$ cat src/rtl/dso_pkg.sv
// Shared types for the DSO wave read side: FSM state encoding, sample width
// and small sample compare helpers.
package dso_pkg;

  localparam int DSO_SAMPLE_W = 8;

  typedef enum logic [2:0] {
    ST_IDLE,
    ST_LOAD,
    ST_READ,
    ST_DRAIN,
    ST_RELEASE,
    ST_HOLD
  } rd_state_e;

  function automatic logic [DSO_SAMPLE_W-1:0] sample_max(
    input logic [DSO_SAMPLE_W-1:0] a, input logic [DSO_SAMPLE_W-1:0] b);
    return (a > b) ? a : b;
  endfunction

  function automatic logic [DSO_SAMPLE_W-1:0] sample_min(
    input logic [DSO_SAMPLE_W-1:0] a, input logic [DSO_SAMPLE_W-1:0] b);
    return (a < b) ? a : b;
  endfunction

endpackage

$ cat src/rtl/dso_rd_skid.sv
// Two-entry skid buffer holding {data, index, last} between the RAM return
// stage and the valid/ready output. Entry 0 is always the head, so the output
// stays stable while stalled. Flush empties it without touching contents.
module dso_rd_skid
  import dso_pkg::*;
#(
  parameter int AW = 10
) (
  input  logic                    clk,
  input  logic                    rst,
  input  logic                    flush,
  input  logic                    push,
  input  logic [DSO_SAMPLE_W-1:0] push_data,
  input  logic [AW-1:0]           push_index,
  input  logic                    push_last,
  output logic                    pop_valid,
  input  logic                    pop_ready,
  output logic [DSO_SAMPLE_W-1:0] pop_data,
  output logic [AW-1:0]           pop_index,
  output logic                    pop_last,
  output logic [1:0]              level
);

  logic [1:0][DSO_SAMPLE_W-1:0] ent_data;
  logic [1:0][AW-1:0]           ent_idx;
  logic [1:0]                   ent_last;
  logic                         pop;

  assign pop_valid = (level != 2'd0);
  assign pop       = pop_valid && pop_ready;
  assign pop_data  = ent_data[0];
  assign pop_index = ent_idx[0];
  assign pop_last  = ent_last[0];

  // Occupancy and entry shuffle; push never hits a full buffer (credit upstream)
  always_ff @(posedge clk) begin
    if (rst) begin
      level    <= 2'd0;
      ent_data <= '0;
      ent_idx  <= '0;
      ent_last <= '0;
    end else if (flush) begin
      level <= 2'd0;
    end else begin
      unique case ({push, pop})
        2'b10: begin
          if (level == 2'd0) begin
            ent_data[0] <= push_data;
            ent_idx[0]  <= push_index;
            ent_last[0] <= push_last;
          end else begin
            ent_data[1] <= push_data;
            ent_idx[1]  <= push_index;
            ent_last[1] <= push_last;
          end
          level <= level + 2'd1;
        end
        2'b01: begin
          ent_data[0] <= ent_data[1];
          ent_idx[0]  <= ent_idx[1];
          ent_last[0] <= ent_last[1];
          level       <= level - 2'd1;
        end
        2'b11: begin
          if (level == 2'd1) begin
            ent_data[0] <= push_data;
            ent_idx[0]  <= push_index;
            ent_last[0] <= push_last;
          end else begin
            ent_data[0] <= ent_data[1];
            ent_idx[0]  <= ent_idx[1];
            ent_last[0] <= ent_last[1];
            ent_data[1] <= push_data;
            ent_idx[1]  <= push_index;
            ent_last[1] <= push_last;
          end
        end
        default: ;
      endcase
    end
  end

endmodule

$ cat src/rtl/dso_wave_reader.sv
// DSO sample buffer read side. Waits for a captured frame plus a request,
// reads HORIZONTAL samples starting PRE_TRIG before the trigger address,
// streams them over valid/ready and pulses ram_refresh to release the half.
// Optional feature macro: DSO_WAVE_PEAK_EN (per-frame min/max outputs).
module dso_wave_reader
  import dso_pkg::*;
#(
  parameter int HORIZONTAL = 1024,
  parameter int ADDR_WIDTH = 10,
  parameter int PRE_TRIG   = 512,
  parameter int HOLD_CYC   = 4
) (
  input  logic                    ram_rd_clk,
  input  logic                    rd_rst,
  input  logic                    wave_run,
  input  logic                    frame_req,
  input  logic                    wave_ready,
  input  logic [ADDR_WIDTH-1:0]   wave_trig_addr,
  output logic [ADDR_WIDTH-1:0]   wave_rd_addr,
  input  logic [DSO_SAMPLE_W-1:0] wave_rd_data,
  output logic                    ram_refresh,
  output logic [DSO_SAMPLE_W-1:0] out_data,
  output logic                    out_valid,
  input  logic                    out_ready,
  output logic                    out_last,
  output logic [ADDR_WIDTH-1:0]   out_index,
  output logic                    busy
`ifdef DSO_WAVE_PEAK_EN
  ,
  output logic [DSO_SAMPLE_W-1:0] peak_max,
  output logic [DSO_SAMPLE_W-1:0] peak_min,
  output logic                    peak_valid
`endif
);

  localparam int             AW       = ADDR_WIDTH;
  localparam int             HCW      = $clog2(HOLD_CYC + 1);
  localparam logic [AW:0]    H_EXT    = (AW+1)'(HORIZONTAL);
  localparam logic [AW:0]    BACK     = (AW+1)'(HORIZONTAL - PRE_TRIG);
  localparam logic [AW-1:0]  LAST_IDX = AW'(HORIZONTAL - 1);
  localparam logic [HCW-1:0] HOLD_END = HCW'(HOLD_CYC - 1);

  rd_state_e      state, state_n;
  logic           req_latched, req_hit, go;
  logic [AW-1:0]  issue_idx;
  logic           ret_vld, ret_last;
  logic [AW-1:0]  ret_idx;
  logic [HCW-1:0] hold_cnt;
  logic [1:0]     skid_level;
  logic [2:0]     occ;
  logic           accept, issue;
  logic [AW:0]    trig_ext, trig_mod, start_sum;
  logic [AW-1:0]  start_addr;

  assign accept      = out_valid && out_ready;
  assign go          = (state == ST_IDLE) && req_latched && wave_ready && wave_run;
  assign ram_refresh = (state == ST_RELEASE);
  assign busy        = (state != ST_IDLE);

  // Frame start = trigger folded into range, stepped back PRE_TRIG with wrap
  assign trig_ext   = {1'b0, wave_trig_addr};
  assign trig_mod   = (trig_ext >= H_EXT) ? trig_ext - H_EXT : trig_ext;
  assign start_sum  = trig_mod + BACK;
  assign start_addr = AW'((start_sum >= H_EXT) ? start_sum - H_EXT : start_sum);

  // Credit: after this edge at most one word may sit in flight + skid, so the
  // word issued now always finds a free skid slot when it returns.
  always_comb begin
    occ   = {1'b0, skid_level} + {2'b0, ret_vld};
    issue = (state == ST_READ) && (occ <= (3'd1 + {2'b0, accept}));
  end

  // Next-state decode; run low aborts from any state
  always_comb begin
    state_n = state;
    if (!wave_run) begin
      state_n = ST_IDLE;
    end else begin
      unique case (state)
        ST_IDLE:    if (go) state_n = ST_LOAD;
        ST_LOAD:    state_n = ST_READ;
        ST_READ:    if (issue && (issue_idx == LAST_IDX)) state_n = ST_DRAIN;
        ST_DRAIN:   if (accept && out_last) state_n = ST_RELEASE;
        ST_RELEASE: state_n = ST_HOLD;
        ST_HOLD:    if (hold_cnt == HOLD_END) state_n = ST_IDLE;
        default:    state_n = ST_IDLE;
      endcase
    end
  end

  // State register
  always_ff @(posedge ram_rd_clk) begin
    if (rd_rst) state <= ST_IDLE;
    else        state <= state_n;
  end

  // Request latch; a request arriving on the IDLE exit cycle survives LOAD
  always_ff @(posedge ram_rd_clk) begin
    if (rd_rst) begin
      req_latched <= 1'b0;
      req_hit     <= 1'b0;
    end else begin
      req_hit <= go && frame_req;
      if (frame_req)
        req_latched <= 1'b1;
      else if ((state == ST_LOAD) && wave_run && !req_hit)
        req_latched <= 1'b0;
    end
  end

  // Address issue, return tag stage and HOLD counter
  always_ff @(posedge ram_rd_clk) begin
    if (rd_rst) begin
      wave_rd_addr <= '0;
      issue_idx    <= '0;
      ret_vld      <= 1'b0;
      ret_idx      <= '0;
      ret_last     <= 1'b0;
      hold_cnt     <= '0;
    end else begin
      ret_vld  <= issue && wave_run;
      ret_idx  <= issue_idx;
      ret_last <= (issue_idx == LAST_IDX);
      if (state == ST_LOAD) begin
        wave_rd_addr <= start_addr;
        issue_idx    <= '0;
      end else if (issue) begin
        wave_rd_addr <= (wave_rd_addr == LAST_IDX) ? '0 : wave_rd_addr + 1'b1;
        issue_idx    <= issue_idx + 1'b1;
      end
      hold_cnt <= (state == ST_HOLD) ? hold_cnt + 1'b1 : '0;
    end
  end

  dso_rd_skid #(.AW(AW)) u_skid (
    .clk        (ram_rd_clk),
    .rst        (rd_rst),
    .flush      (!wave_run),
    .push       (ret_vld),
    .push_data  (wave_rd_data),
    .push_index (ret_idx),
    .push_last  (ret_last),
    .pop_valid  (out_valid),
    .pop_ready  (out_ready),
    .pop_data   (out_data),
    .pop_index  (out_index),
    .pop_last   (out_last),
    .level      (skid_level)
  );

`ifdef DSO_WAVE_PEAK_EN
  logic [DSO_SAMPLE_W-1:0] run_max, run_min;

  // Running min/max over accepted samples, published as the frame completes
  always_ff @(posedge ram_rd_clk) begin
    if (rd_rst) begin
      run_max    <= '0;
      run_min    <= '1;
      peak_max   <= '0;
      peak_min   <= '1;
      peak_valid <= 1'b0;
    end else begin
      peak_valid <= 1'b0;
      if (!wave_run || (state == ST_LOAD)) begin
        run_max <= '0;
        run_min <= '1;
      end else if (accept) begin
        run_max <= sample_max(run_max, out_data);
        run_min <= sample_min(run_min, out_data);
        if ((state == ST_DRAIN) && out_last) begin
          peak_max   <= sample_max(run_max, out_data);
          peak_min   <= sample_min(run_min, out_data);
          peak_valid <= 1'b1;
        end
      end
    end
  end
`endif

endmodule

$ cat config.mk
export PLATFORM = sky130hd
export DESIGN_NAME = dso_wave_reader
export DESIGN_NICKNAME = d
export VERILOG_FILES = /design/src/rtl/dso_pkg.sv /design/src/rtl/dso_rd_skid.sv /design/src/rtl/dso_wave_reader.sv
export SDC_FILE = /design/constraint.sdc
export NUM_CORES = 1
export LEC_CHECK = 0
export BUFFER_PORTS_ARGS = -buffer_cell sky130_fd_sc_hd__buf_4
export CAP_MARGIN = 15
export CORE_ASPECT_RATIO = 0.75
export CORE_MARGIN = 3
export CORE_UTILIZATION = 47
export DETAILED_ROUTE_END_ITERATION = 10
export GPL_TIMING_DRIVEN = 1
export PLACE_DENSITY = 0.68
export SLEW_MARGIN = 20
export SYNTH_ARGS = -nofsm -noshare
export SYNTH_HDL_FRONTEND = slang
export SYNTH_SLANG_ARGS = --single-unit
export TNS_END_PERCENT = 50
$ cat constraint.sdc
create_clock -name ram_rd_clk -period 3 [get_ports ram_rd_clk]
set_input_delay 0.6 -clock ram_rd_clk [delete_from_list [all_inputs] [get_ports ram_rd_clk]]
set_output_delay 0.6 -clock ram_rd_clk [all_outputs]
set_load 0.05 [all_outputs]
==> summary.txt <==
Drt
  • First-pass DRT Iterations: 4
  • DRT iter0 DRCs: 108
  • # DRC: 0
  • Total number of vias: between 2000 and 3000
  • WL/cell: 13.52 um
  • Vias per inst: ~5.2
  • Antenna Violating Nets Remaining: 0
  • Routed WL: approximately 7400 um

Timing
  • Count of pins over their slew limit: 0
  • Unrepaired setup endpoints after global routing: no
  • Setup violators final: 0
  • Final hold vios: 0
  • Clock skew: roughly 0.011 ns
  • Max Clk Rate: about 370 MHz
  • Minimum clock period: between 2 and 3 ns
  • Period utilisation layout: 91.11%
  • Slew HR: a little over half
  • Slew @ Worst Pin: 0.6887 ns
  • TNS Setup: 0 ns
  • Setup slack after layout: around 0.27 ns

Yosys
  • Dominant cells by area after synthesis: dfxtp_1 45%, mux2i_1 5.8%, nand2_1 5.6%
  • Yosys reg bits: 80
  • Primary FF master, synth: dfxtp_1
  • Sequential fraction of the synthesis area: ~45%
  • Avg Synthesized Cell Area: 8.701 um2
  • Commonest cells in the netlist: 80 x dfxtp_1, 54 x nand2_1, 45 x nor2_1, 29 x a21oi_1, 23 x a211oi_1
  • Yosys warnings: 0
  • Syn Std Cell Area: 3593 um2
  • EDFF count, synth: 0
  • Synth area leader: dfxtp_1
  • Most common cell in the netlist: dfxtp_1
  • Gate Count Post-Synth: 413
  • Yosys top cell area share: between 40% and 50%
  • Syn_nets: 447
  • Async SR Flop Fraction: 0%
  • Yosys cell types: 45

Clock tree
  • CTS tree: built
  • Clk Tree Root Cell: clkbuf_8
  • H-Tree Depth: 3
  • Clk slew on worst S/H paths: 0.08 ns
  • Hold_buf cts: 0
  • Post-CTS setup buffer count: 0
  • Num CTS Buffers: 9
  • Max Buffers Root-to-Sink: 2
  • Clk sink count: 80
  • Post-CTS sizing: 0
  • Worst skew pair latency: 0.35 ns

Global route
  • Vias in the first global route: 2699
  • Overflow after GRT: 0
  • First-pass GRT wire length: between 10000 and 15000 um
  • Largest net degree at the start of global routing: 67
  • Total GRT Usage: 17.91%
  • Antenna violations before repair: 0

Worst setup path
  • R2r startpoint: u_skid.level[1]$_SDFFE_PP0P_
  • CP peak stage delay: about 0.50 ns
  • CP cell instances: inv_1, ha_1, nor2b_1, fa_1, nor3b_2, o21ai_2, or4_1, a311oi_1
  • Worst path bufs/invs: 1
  • CP arrival: around 3.0 ns
  • Worst-path fanout max: 7
  • CP endpoint kind: flip-flop
  • Kind of cell adding the most delay to the critical path: simple AND/OR/NAND/NOR gates
  • Worst setup SP type: flip-flop
  • CP Class: reg -> reg
  • Worst path slowest cell: fa_1
  • CP Launch Point: u_skid.level[1]$_SDFFE_PP0P_
  • Worst EP required: between 3 and 4 ns

Power and ir drop
  • Sequential Power Share: 57.5%
  • Clk network pwr share: around two fifths
  • Pint: about 0.0014 W
  • Power per Cell Area: approximately 450 nW/um2
  • P_sw: 0.0004573 W
  • LEAKAGE: approximately 1.6 nW
  • Sw Share: between 20% and 30%
  • Combinational Power Share: 4.3%
  • IR drop worst, VDD: approximately 0.22 mV

Flow run
  • Max-Cap Viols: 0

Min path
  • Hold crit path type: reg -> reg
  • Worst Hold Launch: hold_cnt[0]$_SDFF_PP0_

Finish
  • Area Overhead vs Synth: 14.73%
  • Non-filler cells, final: between 500 and 600
  • Util after Layout: between 50% and 60%
  • Final nets: 478
  • Inserted Diodes: 0
  • Fill cells: 663
  • Share of cells above drive strength 1: a little under a fifth

Floorplan
  • Row count: 26
  • Core Region: 7124 um2
  • Die Span Y: around 82 um
  • Die ar.: 8742 um2
  • Initial core utilization: 50.44%
  • Ports: 56
  • Die Width: 107.0 um

Place
  • GPL Wtd Cong: 0.8577
  • Port Buffers: 55
  • Place WS: 0.1821 ns
  • Dpl cells: between 500 and 600
  • DPL Wire Length: 5216 um

Outcome
  • Status: completed
## final cells by class
| type | count | area (um2) | area share [%] |
|---|---|---|---|
| multi-input combinational | 284 | 1735 | 42.09 |
| sequential | 80 | 1602 | 38.85 |
| timing repair buffer | 60 | 450.4 | 10.93 |
| clock buffer | 9 | 123.9 | 3.005 |
| tap | 98 | 122.6 | 2.974 |
| clock inverter | 7 | 55.05 | 1.335 |
| inverter | 9 | 33.78 | 0.8194 |
## per-stage QoR
step	instance area (um2)	hold slack, ns	total power, W
CTS	4119	0.4317	0.001889
global placement	3940	0.4080	0.001176
finish	4123	0.4403	0.001863
detailed placement	3940	0.4199	0.001177
floorplan	3593	0.3978	0.001139
global route	4123	0.4738	0.001938
## power by group through the flow
| stage | logic (W) | clock network [W] | registers, W |
|---|---|---|---|
| floorplan | 0.0000373 | 0 | 0.00110 |
| global placement | 0.0000801 | 0 | 0.00110 |
| detailed placement | 0.0000807 | 0 | 0.00110 |
| CTS | 0.0000810 | 0.000737 | 0.00107 |
| global route | 0.0000879 | 0.000778 | 0.00107 |
| finish | 0.0000807 | 0.000712 | 0.00107 |
## logic make-up after synthesis
kind of cell,Yosys count,synth area share [%]
compound gates,74,13.09
xor+xnor,14,3.412
fa+ha+maj,10,3.691
buf+inv,49,7.347
flops,80,44.57
mux,21,5.850
simple gates,165,22.04
## sequential cells by signal (all words and copies together), names as in the netlist
register,flops
issue_idx,10
ret_idx,10
u_skid.ent_idx,10
u_skid.pop_index,10
wave_rd_addr,10
u_skid.ent_data,8
u_skid.pop_data,8
hold_cnt,3
state,3
u_skid.ent_last,2
u_skid.level,2
req_hit,1
req_latched,1
ret_last,1
ret_vld,1
## placed cells by master (no fill, tap or decap), types with 2 or more instances in the layout
cell type and count:
a211oi_1 23, a21oi_1 29, a31oi_1 5, and2_1 2, and3_1 3, and4_1 3
buf_4 60, clkbuf_8 9, clkinv_4 2, clkinvlp_4 2, dfxtp_1 80, ha_1 9
inv_1 7, inv_2 2, inv_6 2, mux2i_1 21, nand2_1 54, nand2b_1 4
nand3_1 14, nand3b_1 2, nand4_1 6, nor2_1 45, nor2b_1 11, nor3_1 7
nor3b_2 2, nor4b_1 2, o21ai_0 3, o21ai_1 2, o31ai_1 2, or3_1 4
or4_1 2, xnor2_1 8, xor2_1 6
## final timing paths
check	to	cells past startpoint	slack, ns
worst max-delay path	wave_rd_addr[6]$_SDFFE_PP0P_	8	0.27
worst min-delay path	hold_cnt[0]$_SDFF_PP0_	1	0.44
worst max register to register	wave_rd_addr[6]$_SDFFE_PP0P_	8	0.27
worst min register to register	hold_cnt[0]$_SDFF_PP0_	1	0.44
## layer usage
metal,part of all wire (%),track usage [%],vias up
li1,-,-,1484
met1,51,23.65,1306
met2,44,28.83,54
met3,3.8,4.399,8
met4,1.2,6.386,0
met5,0,0,-
(Power assumes the default switching activity.)
